<file path="src/rtl/score_pkg.sv">
`default_nettype none
// +----------------------------------------------------------------------+
// | Package     : score_pkg                                               |
// | Description : Shared types, constants and helpers for the BCD score   |
// |               up-counter (digit type, state encoding, addend clamp).  |
// | Revision    : 1.0  initial release                                    |
// +----------------------------------------------------------------------+
package score_pkg;

  typedef logic [3:0] bcd_digit_t;

  localparam bcd_digit_t BCD_MAX = 4'd9;

  typedef enum logic [0:0] {
    IDLE = 1'b0,
    ADD  = 1'b1
  } score_state_t;

  // Non-BCD codes 10..15 on the add port count as the largest legal digit.
  function automatic bcd_digit_t clamp_bcd(input logic [3:0] value);
    return (value > BCD_MAX) ? BCD_MAX : value;
  endfunction

endpackage
`default_nettype wire

</file>
<file path="src/rtl/bcd_digit_adder.sv">
`default_nettype none
// +----------------------------------------------------------------------+
// | Module      : bcd_digit_adder                                         |
// | Description : Combinational single-digit BCD adder.                   |
// |               o_sum = (i_digit + i_addend + i_carry) mod 10,          |
// |               o_carry = sum > 9.                                      |
// | Ports       : i_digit   [3:0] current BCD digit                       |
// |               i_addend  [3:0] BCD addend (0..9)                       |
// |               i_carry         carry in                                |
// |               o_sum     [3:0] resulting BCD digit                     |
// |               o_carry         carry out                               |
// | Revision    : 1.0  initial release                                    |
// +----------------------------------------------------------------------+
module bcd_digit_adder
  import score_pkg::*;
(
  input  logic [3:0] i_digit,
  input  logic [3:0] i_addend,
  input  logic       i_carry,
  output logic [3:0] o_sum,
  output logic       o_carry
);

  // Widest case is 9 + 9 + 1 = 19, which fits in 5 bits.
  logic [4:0] w_raw;
  logic [4:0] w_wrapped;

  assign w_raw     = {1'b0, i_digit} + {1'b0, i_addend} + {4'd0, i_carry};
  assign w_wrapped = w_raw - 5'd10;
  assign o_carry   = (w_raw > {1'b0, BCD_MAX});
  assign o_sum     = o_carry ? w_wrapped[3:0] : w_raw[3:0];

endmodule
`default_nettype wire

</file>
<file path="src/rtl/score_up_counter.sv">
`default_nettype none
// +----------------------------------------------------------------------+
// | Module      : score_up_counter                                        |
// | Description : Multi-digit BCD score accumulator. Accepts 0..9 point   |
// |               add requests via valid/ready and ripples the carry one  |
// |               digit per clock using a single shared digit adder.      |
// | Ports       : clk, reset (sync, active-high), clear (sync score clr)  |
// |               add_valid/add_value[3:0]/add_ready : add handshake      |
// |               digits[4*NUM_DIGITS-1:0] : BCD score, ones in [3:0]     |
// |               busy : ripple in progress, done : add complete pulse    |
// |               tc : all digits 9 (comb), ovf : overflow pulse          |
// | Config      : SCORE_SATURATE_EN - saturate at all-9s on overflow      |
// |               instead of wrapping.                                    |
// | Revision    : 1.0  initial release                                    |
// +----------------------------------------------------------------------+
module score_up_counter
  import score_pkg::*;
#(
  parameter int NUM_DIGITS = 3
)
(
  input  logic                    clk,
  input  logic                    reset,
  input  logic                    clear,
  input  logic                    add_valid,
  input  logic [3:0]              add_value,
  output logic                    add_ready,
  output logic [4*NUM_DIGITS-1:0] digits,
  output logic                    busy,
  output logic                    done,
  output logic                    tc,
  output logic                    ovf
);

  localparam int                 IDX_W    = (NUM_DIGITS > 1) ? $clog2(NUM_DIGITS) : 1;
  localparam logic [IDX_W-1:0]   LAST_IDX = IDX_W'(NUM_DIGITS - 1);

  score_state_t            r_state;
  logic [4*NUM_DIGITS-1:0] r_digits;
  bcd_digit_t              r_addend;
  logic                    r_carry;
  logic [IDX_W-1:0]        r_idx;
  logic                    r_done;
  logic                    r_ovf;

  bcd_digit_t              w_cur_digit;
  bcd_digit_t              w_sum;
  logic                    w_carry_out;
  logic [NUM_DIGITS-1:0]   w_digit_is_max;

  // Only the digit currently addressed by the ripple index is fed to the adder.
  assign w_cur_digit = r_digits[r_idx*4 +: 4];

  bcd_digit_adder u_adder (
    .i_digit  (w_cur_digit),
    .i_addend (r_addend),
    .i_carry  (r_carry),
    .o_sum    (w_sum),
    .o_carry  (w_carry_out)
  );

  always_ff @(posedge clk) begin
    if (reset || clear) begin
      r_state  <= IDLE;
      r_digits <= '0;
      r_addend <= '0;
      r_carry  <= 1'b0;
      r_idx    <= '0;
      r_done   <= 1'b0;
      r_ovf    <= 1'b0;
    end else begin
      r_done <= 1'b0;
      r_ovf  <= 1'b0;
      case (r_state)
        IDLE: begin
          if (add_valid) begin
            r_addend <= clamp_bcd(add_value);
            r_carry  <= 1'b0;
            r_idx    <= '0;
            r_state  <= ADD;
          end
        end
        ADD: begin
          r_digits[r_idx*4 +: 4] <= w_sum;
          // Addend only applies to the ones digit; higher digits see carry only.
          r_addend <= '0;
          r_carry  <= w_carry_out;
          if (!w_carry_out) begin
            r_done  <= 1'b1;
            r_state <= IDLE;
          end else if (r_idx == LAST_IDX) begin
`ifdef SCORE_SATURATE_EN
            // Overrides the per-digit write above.
            r_digits <= {NUM_DIGITS{BCD_MAX}};
`endif
            r_carry <= 1'b0;
            r_ovf   <= 1'b1;
            r_done  <= 1'b1;
            r_state <= IDLE;
          end else begin
            r_idx <= r_idx + IDX_W'(1);
          end
        end
        default: r_state <= IDLE;
      endcase
    end
  end

  generate
    for (genvar g = 0; g < NUM_DIGITS; g++) begin : g_tc
      assign w_digit_is_max[g] = (r_digits[g*4 +: 4] == BCD_MAX);
    end
  endgenerate

  assign tc        = &w_digit_is_max;
  assign digits    = r_digits;
  assign add_ready = (r_state == IDLE);
  assign busy      = (r_state == ADD);
  assign done      = r_done;
  assign ovf       = r_ovf;

endmodule
`default_nettype wire

</file>
<file path="config.mk">
export PLATFORM = sky130hd
export DESIGN_NAME = score_up_counter
export DESIGN_NICKNAME = d
export VERILOG_FILES = /design/src/rtl/score_pkg.sv /design/src/rtl/bcd_digit_adder.sv /design/src/rtl/score_up_counter.sv
export SDC_FILE = /design/constraint.sdc
export NUM_CORES = 1
export LEC_CHECK = 0
export CAP_MARGIN = 20
export CORE_MARGIN = 2
export CORE_UTILIZATION = 45
export CTS_BUF_LIST = sky130_fd_sc_hd__clkbuf_8
export CTS_CLUSTER_SIZE = 10
export DETAILED_ROUTE_END_ITERATION = 12
export PLACE_DENSITY = 0.71
export SYNTH_ARGS = -nofsm -noshare
export SYNTH_HDL_FRONTEND = slang
export SYNTH_SLANG_ARGS = --single-unit
</file>
<file path="constraint.sdc">
create_clock -name clk -period 7.75 [get_ports clk]
set_input_delay 0.775 -clock clk [delete_from_list [all_inputs] [get_ports clk]]
set_output_delay 0.775 -clock clk [all_outputs]
set_load 0.03 [all_outputs]
</file>
==> results_dict.tcl, run 1 <==
set metrics [dict create \
    status "complete, but fails checks" \
    violations "DRC" \
    hold_path_end "r_addend[2]" \
    drive_gt1_share_pct 8.523 \
    grt_util_all_layers_pct 23.36 \
    syn_to_final_growth_pct 22.68 \
    cp-end-kind "register" \
    rr_worst_depth 11 \
    path_max_fanout 14 \
    post_cts_buffers 0 \
    grt_pass1_wl_mm 6.065 \
    place_area_mm2 0.001580 \
    cp_common_cell "fa_1" \
    path_buf_inv 1 \
    hold_viol_final 0 \
    vias 1266 \
    clock.fmax_mhz 255.4 \
    post-route-min-period_ns 3.915 \
    design_area_mm2 0.001652 \
    cpPeakStageDelay_ns 0.71 \
    io_pins 25 \
    drt_iter0_markers 57 \
    power.density_mw_per_mm2 148.3 \
    rrSetupSlack_ns 3.83 \
    tns_ns 0 \
    dp_hpwl_mm 2.782 \
    die_h_um 58.70 \
    start_util_pct 47.99 \
    async_flop_share_pct 0 \
    core_area_mm2 0.002805 \
    final_cell_mix "clkdlybuf4s50_1 (24), dfxtp_1 (22), nand2_1 (14)" \
    syn_inst 155 \
    synth.yosys.seq_area_share_pct 32.71 \
    tritoncts "done" \
    cellLeakagePower_nw 0.5453 \
    clk_path_buf_depth 2 \
    dr.pass1.iters 10 \
    synth_edf_count 0 \
    io_buffers 24 \
    syn-cell-area_mm2 0.001346 \
    yosys_most_used_dff "dfxtp_1" \
    synth-seq-cells 22 \
    slew_headroom_pct 39.60 \
    nets 196 \
    hold_class "reg -> reg" \
    clk_pin_slew_worst_paths_ns 0.09 \
    cts_sinks 22 \
    ant_nets 0 \
    min_from "r_addend[2]" \
    setup_viol 0 \
    period_share_pct 50.52 \
    wl_per_cell_um 17.26 \
    synth_area_per_cell_um2 8.686 \
    grt.overflow.total 0 \
    crit_arrival_ns 4.06 \
    vdd_drop_max_mv 0.05630 \
    crit_slowest_cell "dfxtp_1" \
    path_class "reg -> reg" \
    drcViolationCount 1 \
    startpoint_type "register" \
    first_global_vias 1314 \
    vias_per_cell 6.116 \
    globalplace.congestion 0.8134 \
    dieWidth_um 58.70 \
    cp_data_required_time_ns 7.90 \
    synth_nets 174 \
    synthTopCellsByArea "dfxtp_1 (33%), ha_1 (8.4%), mux2i_1 (4.5%), a21oi_1 (4.1%), nand2_1 (3.9%)" \
    worst_slew_pin_slew_ns 0.8934 \
    root_buffer "clkbuf_8" \
    final_common_cell "clkdlybuf4s50_1" \
    slew_violations 0 \
    rsz0062_at_grt "no" \
    r2r_start "r_idx[0]" \
    wirelength_mm 3.572 \
    grt_max_degree 15 \
    cp_cell_sequence "mux2i_1, o22ai_1, fa_1, fa_1, inv_1, ha_1, and2b_1, a31o_1, o31a_4, o311ai_0, a21oi_1" \
    synth_cell_types 39 \
    yosysTopAreaCell "dfxtp_1" \
    netlist.area_leader.share_pct 32.71 \
    cap_violations 0 \
    ctsResizeCount 0 \
    insertion_delay_ns 0.28 \
    antenna_found_initial 0 \
    dieArea_mm2 0.003445 \
    hold_buffers 0 \
    diodes 0 \
    yosys_warnings 0 \
    hold_path_depth 2 \
    holdWs_ns 0.4936 \
    num_rows 19 \
    cts_buffers 3 \
    cts_max_level 1 \
    crit_family "adder cells" \
    r2r-end "r_idx[0]" \
    skew_ns 0.007121 \
]
synth_stat cells (all sizes together) (2+ instances only):
library cell,count
a22oi,3
nand2b,3
fa,2
nor2,12
a21oi,12
mux2i,6
or2,2
buf,4
o2111ai,3
ha,9
nand3,10
nand2,14
clkbuf,3
or3,2
o22ai,4
o21ai,8
nor3,8
nor3b,2
o311ai,2
inv,5
dfxtp,22
a21o,2
nand3b,3
a221oi,3
worst min-delay path: cells and delay by family, from the launching register on:
family           cells  cell delay, ns
flip-flops           1            0.33
AND/OR/NAND/NOR      1            0.07
AO/OA/AOI/OAI        1            0.06
kinds of logic (layout without fill, tap and decap cells):
family / after synthesis / in the layout / synth area share [%]
AO/OA/AOI/OAI: 40 / 40 / 21.10
XOR/XNOR: 1 / 1 / 0.6507
adder cells (fa/ha/maj): 11 / 11 / 11.34
buffers and inverters: 12 / 33 / 4.740
flip-flops: 22 / 22 / 32.71
multiplexers: 7 / 7 / 5.576
AND/OR/NAND/NOR: 62 / 62 / 23.88
metrics by stage:
stage	power [mW]	cells	utilization (%)	worst slack, ns
2_1_floorplan	0.1305	155	-	4.210
3_3_place_gp	0.1360	203	56.33	4.085
3_5_place_dp	0.1368	203	56.33	3.944
4_1_cts	0.2466	207	58.88	3.930
5_1_grt	0.2544	207	58.88	3.616
6_report	0.2450	207	58.88	3.835
cell type report:
| class | count | area, um^2 |
|---|---|---|
| fillers | 252 | 1154 |
| multi-input cells | 121 | 842.1 |
| flip-flops and latches | 22 | 440.4 |
| repair buffers | 24 | 240.2 |
| clock buffers | 3 | 41.29 |
| well taps | 31 | 38.79 |
| clock inverters | 1 | 30.03 |
| inverters | 5 | 18.77 |
power by group:
group          internal [mW]  leakage, nW  switching (mW)  total, mW
logic                0.00831        0.332          0.0112     0.0195
clock network         0.0692       0.0357          0.0413      0.111
registers              0.114        0.178         0.00104      0.115
total                  0.191        0.545          0.0536      0.245
layer usage:
layer  wire (um)  global-route usage [%]
met4          89                   13.31
met5           0                       0
met2        1716                   38.20
met1        1508                   28.63
met3         257                   4.615
flip-flops by register name, indices dropped and copies added, names as in the netlist:
register / count
digits: 12
r_addend: 4
r_idx: 2
busy: 1
done: 1
ovf: 1
r_carry: 1
worst max path at each step:
stage	from	end	slack, ns	cells past startpoint
2_1_floorplan	r_idx[0]	digits[10]	4.21	14
3_3_place_gp	r_idx[0]	digits[6]	4.09	11
6_report	r_idx[0]	r_idx[0]	3.83	11
3_5_place_dp	r_idx[0]	r_idx[0]	3.94	11
5_1_grt	r_idx[0]	r_idx[0]	3.62	11
4_1_cts	r_idx[0]	r_idx[0]	3.93	11
No activity file was read; power rests on OpenSTA's default activity.
==> run 2: changes to the inputs <==
- PLACE_DENSITY: 0.71 -> 0.74
- clock period: 7.75 -> 3.2 ns (I/O delays scaled with it)
==> run 2 against run 1 <==
Against the previous run:
- the flow still finishes with violations (DRC)
- die area unchanged
- via count increased by 0.63%
- register-to-register slack worse by 3.7 ns
- highest routed layer unchanged
- clock power grew 84%
- first-iteration DRC count decreased by 26%
- utilization is 2.0 points higher
- wire length decreased by 2.9%
- non-clock buffer count up 6
- critical path depth stayed put
- design area up 3.4%
==> results_dict.tcl, run 2 (synthesis gave the netlist of run 1 again) <==
set metrics [dict create \
    layout.cells.non_filler 213 \
    cp-end-kind "register" \
    clock.fmax_mhz 327.0 \
    hold_class "reg -> reg" \
    wirelength_mm 3.467 \
    rrSetupSlack_ns 0.14 \
    rsz0062_at_grt "no" \
    cellLeakagePower_nw 0.5611 \
    dieWidth_um 58.70 \
    vdd_drop_max_mv 0.3131 \
    dieArea_mm2 0.003445 \
    first_global_vias 1308 \
    insertion_delay_ns 0.27 \
    dr.pass1.iters 9 \
    period_share_pct 95.55 \
    final_cell_mix "clkdlybuf4s50_1 (24), dfxtp_1 (21), nand2_1 (14)" \
    path_class "reg -> reg" \
    vias_per_cell 5.981 \
    largest_reg_flops 12 \
    antenna_found_initial 0 \
    start_util_pct 47.99 \
    startpoint_type "register" \
    syn_to_final_growth_pct 26.86 \
    root_buffer "clkbuf_8" \
    drcViolationCount 2 \
    hold_viol_final 0 \
    core_area_mm2 0.002805 \
    final_common_cell "clkdlybuf4s50_1" \
    grt_max_degree 13 \
    grt_util_all_layers_pct 22.90 \
    violations "DRC" \
    io_pins 25 \
    ant_nets 0 \
    post-route-min-period_ns 3.058 \
    seq_power_share_pct 52.2 \
    hold_buffers 0 \
    grt_pass1_wl_mm 5.947 \
    clk_path_buf_depth 2 \
    cts_sinks 22 \
    r2r_start "r_idx[0]" \
    dp_hpwl_mm 2.650 \
    power.density_mw_per_mm2 311.7 \
    num_rows 19 \
    clk_pin_slew_worst_paths_ns 0.08 \
    grt.overflow.total 0 \
    vias 1274 \
    nets 202 \
    swShare_pct 23.48 \
    tritoncts "done" \
    slew_violations 0 \
    min_from "r_addend[2]" \
    globalplace.congestion 0.9126 \
    p_int_uw 407.3 \
    cts_max_level 1 \
    cp_data_required_time_ns 3.41 \
    worst_slew_pin_slew_ns 0.8069 \
    crit_arrival_ns 3.26 \
    drt_iter0_markers 42 \
    path_buf_inv 1 \
    wl_per_cell_um 16.28 \
    p_sw_uw 125.0 \
    pwr-share-comb_pct 9.4 \
    drive_gt1_share_pct 15.38 \
    die_h_um 58.70 \
    skew_ns 0.001987 \
    cap_violations 0 \
    status "complete, but fails checks" \
    cpPeakStageDelay_ns 0.56 \
    slew_headroom_pct 45.45 \
    cp_common_cell "fa_2" \
    clkPwrFrac_pct 38.4 \
    path_max_fanout 5 \
    crit_family "adder cells" \
    io_buffers 24 \
    setup_viol 0 \
    tns_ns 0 \
    dp.cells 208 \
    cts_buffers 3 \
    crit_slowest_cell "fa_2" \
    cp_cell_sequence "mux2i_1, o22ai_1, fa_2, fa_2, inv_1, ha_2, and2b_1, a31o_1, o31a_4, mux2_4, o21ai_2" \
    setup.worst_path.start "r_idx[0]" \
    diodes 0 \
]
## run 2: power groups by stage
stage | sequential [mW] | clock [mW] | combinational (mW)
3_3_place_gp | 0.285 | 0 | 0.0473
5_1_grt | 0.278 | 0.221 | 0.0543
3_5_place_dp | 0.285 | 0 | 0.0486
6_report | 0.278 | 0.204 | 0.0502
2_1_floorplan | 0.286 | 0 | 0.0305
4_1_cts | 0.278 | 0.207 | 0.0489
## run 2: worst min-delay path, stage by stage (launching register included)
cell	delay [ns]
dfxtp_1	0.33
nand2b_1	0.07
a21oi_1	0.05
## run 2: worst paths after layout
check / endpoint / depth (start not counted)
setup / recovery: digits[6] / 11
hold / removal: r_addend[2] / 2
setup reg to reg: digits[6] / 11
hold reg to reg: r_addend[2] / 2
## run 2: cell type report
type | count | area (um^2)
Inverter | 5 | 18.77
Multi-Input combinational cell | 121 | 865.8
Tap cell | 31 | 38.79
Clock buffer | 4 | 55.05
Fill cell | 245 | 1097
Timing Repair Buffer | 30 | 285.3
Sequential cell | 22 | 444.2
## run 2: through the flow
step	instance area [um^2]	hold WS [ns]	utilization, %	setup slack (ns)	total power [mW]
2_1_floorplan	1360	0.4504	-	0.01060	0.3164
3_3_place_gp	1624	0.4705	57.89	0.1939	0.3321
3_5_place_dp	1624	0.4849	57.89	0.04385	0.3334
4_1_cts	1679	0.4981	59.86	0.007178	0.5339
5_1_grt	1708	0.5281	60.88	0.05130	0.5531
6_report	1708	0.4956	60.88	0.1423	0.5323
## run 2: timing repair
| action | 4_1_cts | 5_1_grt |
|---|---|---|
| endpoints found under the setup margin | 0 | 13 |
| resized for setup | 0 | 8 |
| buffers inserted | 0 | 1 |
## run 2: layer usage
layer	share of wire, %	global-route usage [%]
met1	45	29.43
met2	47	36.44
met3	5.8	5.495
met4	2.1	10.39
met5	0	0
==> run 3: changes to the inputs <==
- PLACE_DENSITY: 0.74 -> 0.71
- clock period: 3.2 -> 3.9 ns (I/O delays scaled with it)
==> run 3 against run 2 <==
Against the previous run:
- the flow still finishes with violations (DRC)
- maximum frequency down 16%
- critical path depth is 1 lower
- largest power group unchanged
- hold slack got worse by 0.015 ns
==> results_dict.tcl, run 3 (synthesis gave the netlist of run 1 again) <==
set metrics [dict create \
    crit_end "digits[10]" \
    grt_pass1_wl_mm 5.671 \
    cp-end-kind "register" \
    post-route-min-period_ns 3.629 \
    slew_violations 0 \
    violations "DRC" \
    wl_per_cell_um 16.11 \
    io_buffers 24 \
    status "complete, but fails checks" \
    skew_ns 0.009455 \
    syn_to_final_growth_pct 22.03 \
    r2r-end "digits[10]" \
    largest_reg_flops 12 \
    setup_slack_ns 0.2711 \
    dp_hpwl_mm 2.582 \
    grt.overflow.total 0 \
    cp_cell_sequence "o22ai_1, fa_1, fa_1, inv_1, ha_1, and2b_1, a31o_1, o31a_4, mux2_4, o21ai_2" \
    hold_viol_final 0 \
    vias 1251 \
    cpPeakStageDelay_ns 0.70 \
    final_common_cell "clkdlybuf4s50_1" \
    n_fill_cell 255 \
    final_cell_mix "clkdlybuf4s50_1 (24), dfxtp_1 (22), nand2_1 (14)" \
    hold_class "reg -> reg" \
    setup_viol 0 \
    start_util_pct 47.99 \
    grt_max_degree 14 \
    root_buffer "clkbuf_8" \
    hold_buffers 0 \
    worst_slew_pin_slew_ns 0.8729 \
    grt_util_all_layers_pct 21.64 \
    clk_pin_slew_worst_paths_ns 0.08 \
    path_class "reg -> reg" \
    num_rows 19 \
    cellLeakagePower_nw 0.5438 \
    post_cts_buffers 0 \
    diodes 0 \
    power.density_mw_per_mm2 262.8 \
    ant_nets 0 \
    first_global_vias 1253 \
    die_h_um 58.70 \
    tns_ns 0 \
    vdd_drop_max_mv 0.1892 \
    clock.fmax_mhz 275.6 \
    cap_violations 0 \
    startpoint_type "register" \
    crit_slowest_cell "fa_1" \
    rr_worst_depth 10 \
    cp_data_required_time_ns 4.10 \
    antenna_found_initial 0 \
    setup.worst_path.start "r_idx[1]" \
    clk_path_buf_depth 2 \
    cts_buffers 3 \
    place_ws_ns 0.3441 \
    wirelength_mm 3.351 \
    drcViolationCount 2 \
    io_pins 25 \
    tritoncts "done" \
    rsz0062_at_grt "no" \
    final_util_pct 58.56 \
    vias_per_cell 6.014 \
    final-seq-area_um2 440.4 \
    multi_input_area_um2 842.1 \
    path_max_fanout 12 \
    finalPower_uw 431.8 \
    rrSetupSlack_ns 0.27 \
    cp_common_cell "fa_1" \
    crit_arrival_ns 3.82 \
    dr.pass1.iters 8 \
    drive_gt1_share_pct 9.040 \
    cts_max_level 1 \
    slew_headroom_pct 40.99 \
    ctsResizeCount 0 \
    drt_iter0_markers 68 \
    r2r_start "r_idx[1]" \
    nets 197 \
    insertion_delay_ns 0.27 \
    dieArea_mm2 0.003445 \
    dieWidth_um 58.70 \
    period_share_pct 93.05 \
    core_area_mm2 0.002805 \
    globalplace.congestion 0.9422 \
    cts_sinks 22 \
]
run 3: cell types whose count changed in the layout (fill, tap and decap cells not counted), moves of 2 or more:
cell	previous run	this run
fa_2	2	0
buf_4	6	1
o311ai_0	0	2
fa_1	0	2
o311ai_1	2	0
run 3: worst min path at each step:
stage	from	endpoint	cells after the start
after global routing	r_addend[2]	r_addend[2]	2
after global placement	r_addend[2]	r_addend[2]	2
after CTS	r_addend[2]	r_addend[2]	2
final	r_addend[2]	r_addend[2]	2
after detailed placement	r_addend[2]	r_addend[2]	2
after floorplan	r_addend[2]	r_addend[2]	2
run 3: routing by layer:
metal	up-vias	GRT usage, %	routed length, um
met4	0	10.39	97
met3	11	4.176	193
li1	613	-	-
met1	586	28.01	1516
met5	-	0	0
met2	41	34.67	1544
run 3: where the power goes:
| part | internal (mW) | switching [mW] | leakage (nW) | total (mW) |
|---|---|---|---|---|
| Combinational | 0.0166 | 0.0219 | 0.337 | 0.0384 |
| Clock | 0.0901 | 0.0750 | 0.0288 | 0.165 |
| Sequential | 0.226 | 0.00199 | 0.178 | 0.228 |
| Total | 0.333 | 0.0988 | 0.544 | 0.432 |
run 3: area by class of cell:
type	instances	share of cell area, %
clock buffers	4	3.351
inverters	5	1.142
multi-input cells	121	51.26
flip-flops and latches	22	26.81
well taps	31	2.361
repair buffers	25	15.08
run 3: per-stage QoR:
| stage | hold WS, ns | instance area, um^2 | std cells |
|---|---|---|---|
| 6_report | 0.4802 | 1643 | 208 |
| 5_1_grt | 0.5105 | 1643 | 208 |
| 4_1_cts | 0.4843 | 1643 | 208 |
| 3_5_place_dp | 0.4726 | 1588 | 204 |
| 3_3_place_gp | 0.4686 | 1588 | 204 |
| 2_1_floorplan | 0.4504 | 1346 | 155 |
run 3: worst max-delay path, delay by kind of cell, from the launching register on:
family | cells | cell delay [ns]
adders and majority gates | 3 | 1.36
AOI/OAI and AO/OA | 4 | 0.96
DFF | 1 | 0.61
muxes | 1 | 0.34
and+or+nand+nor | 1 | 0.17
buffers and inverters | 1 | 0.12
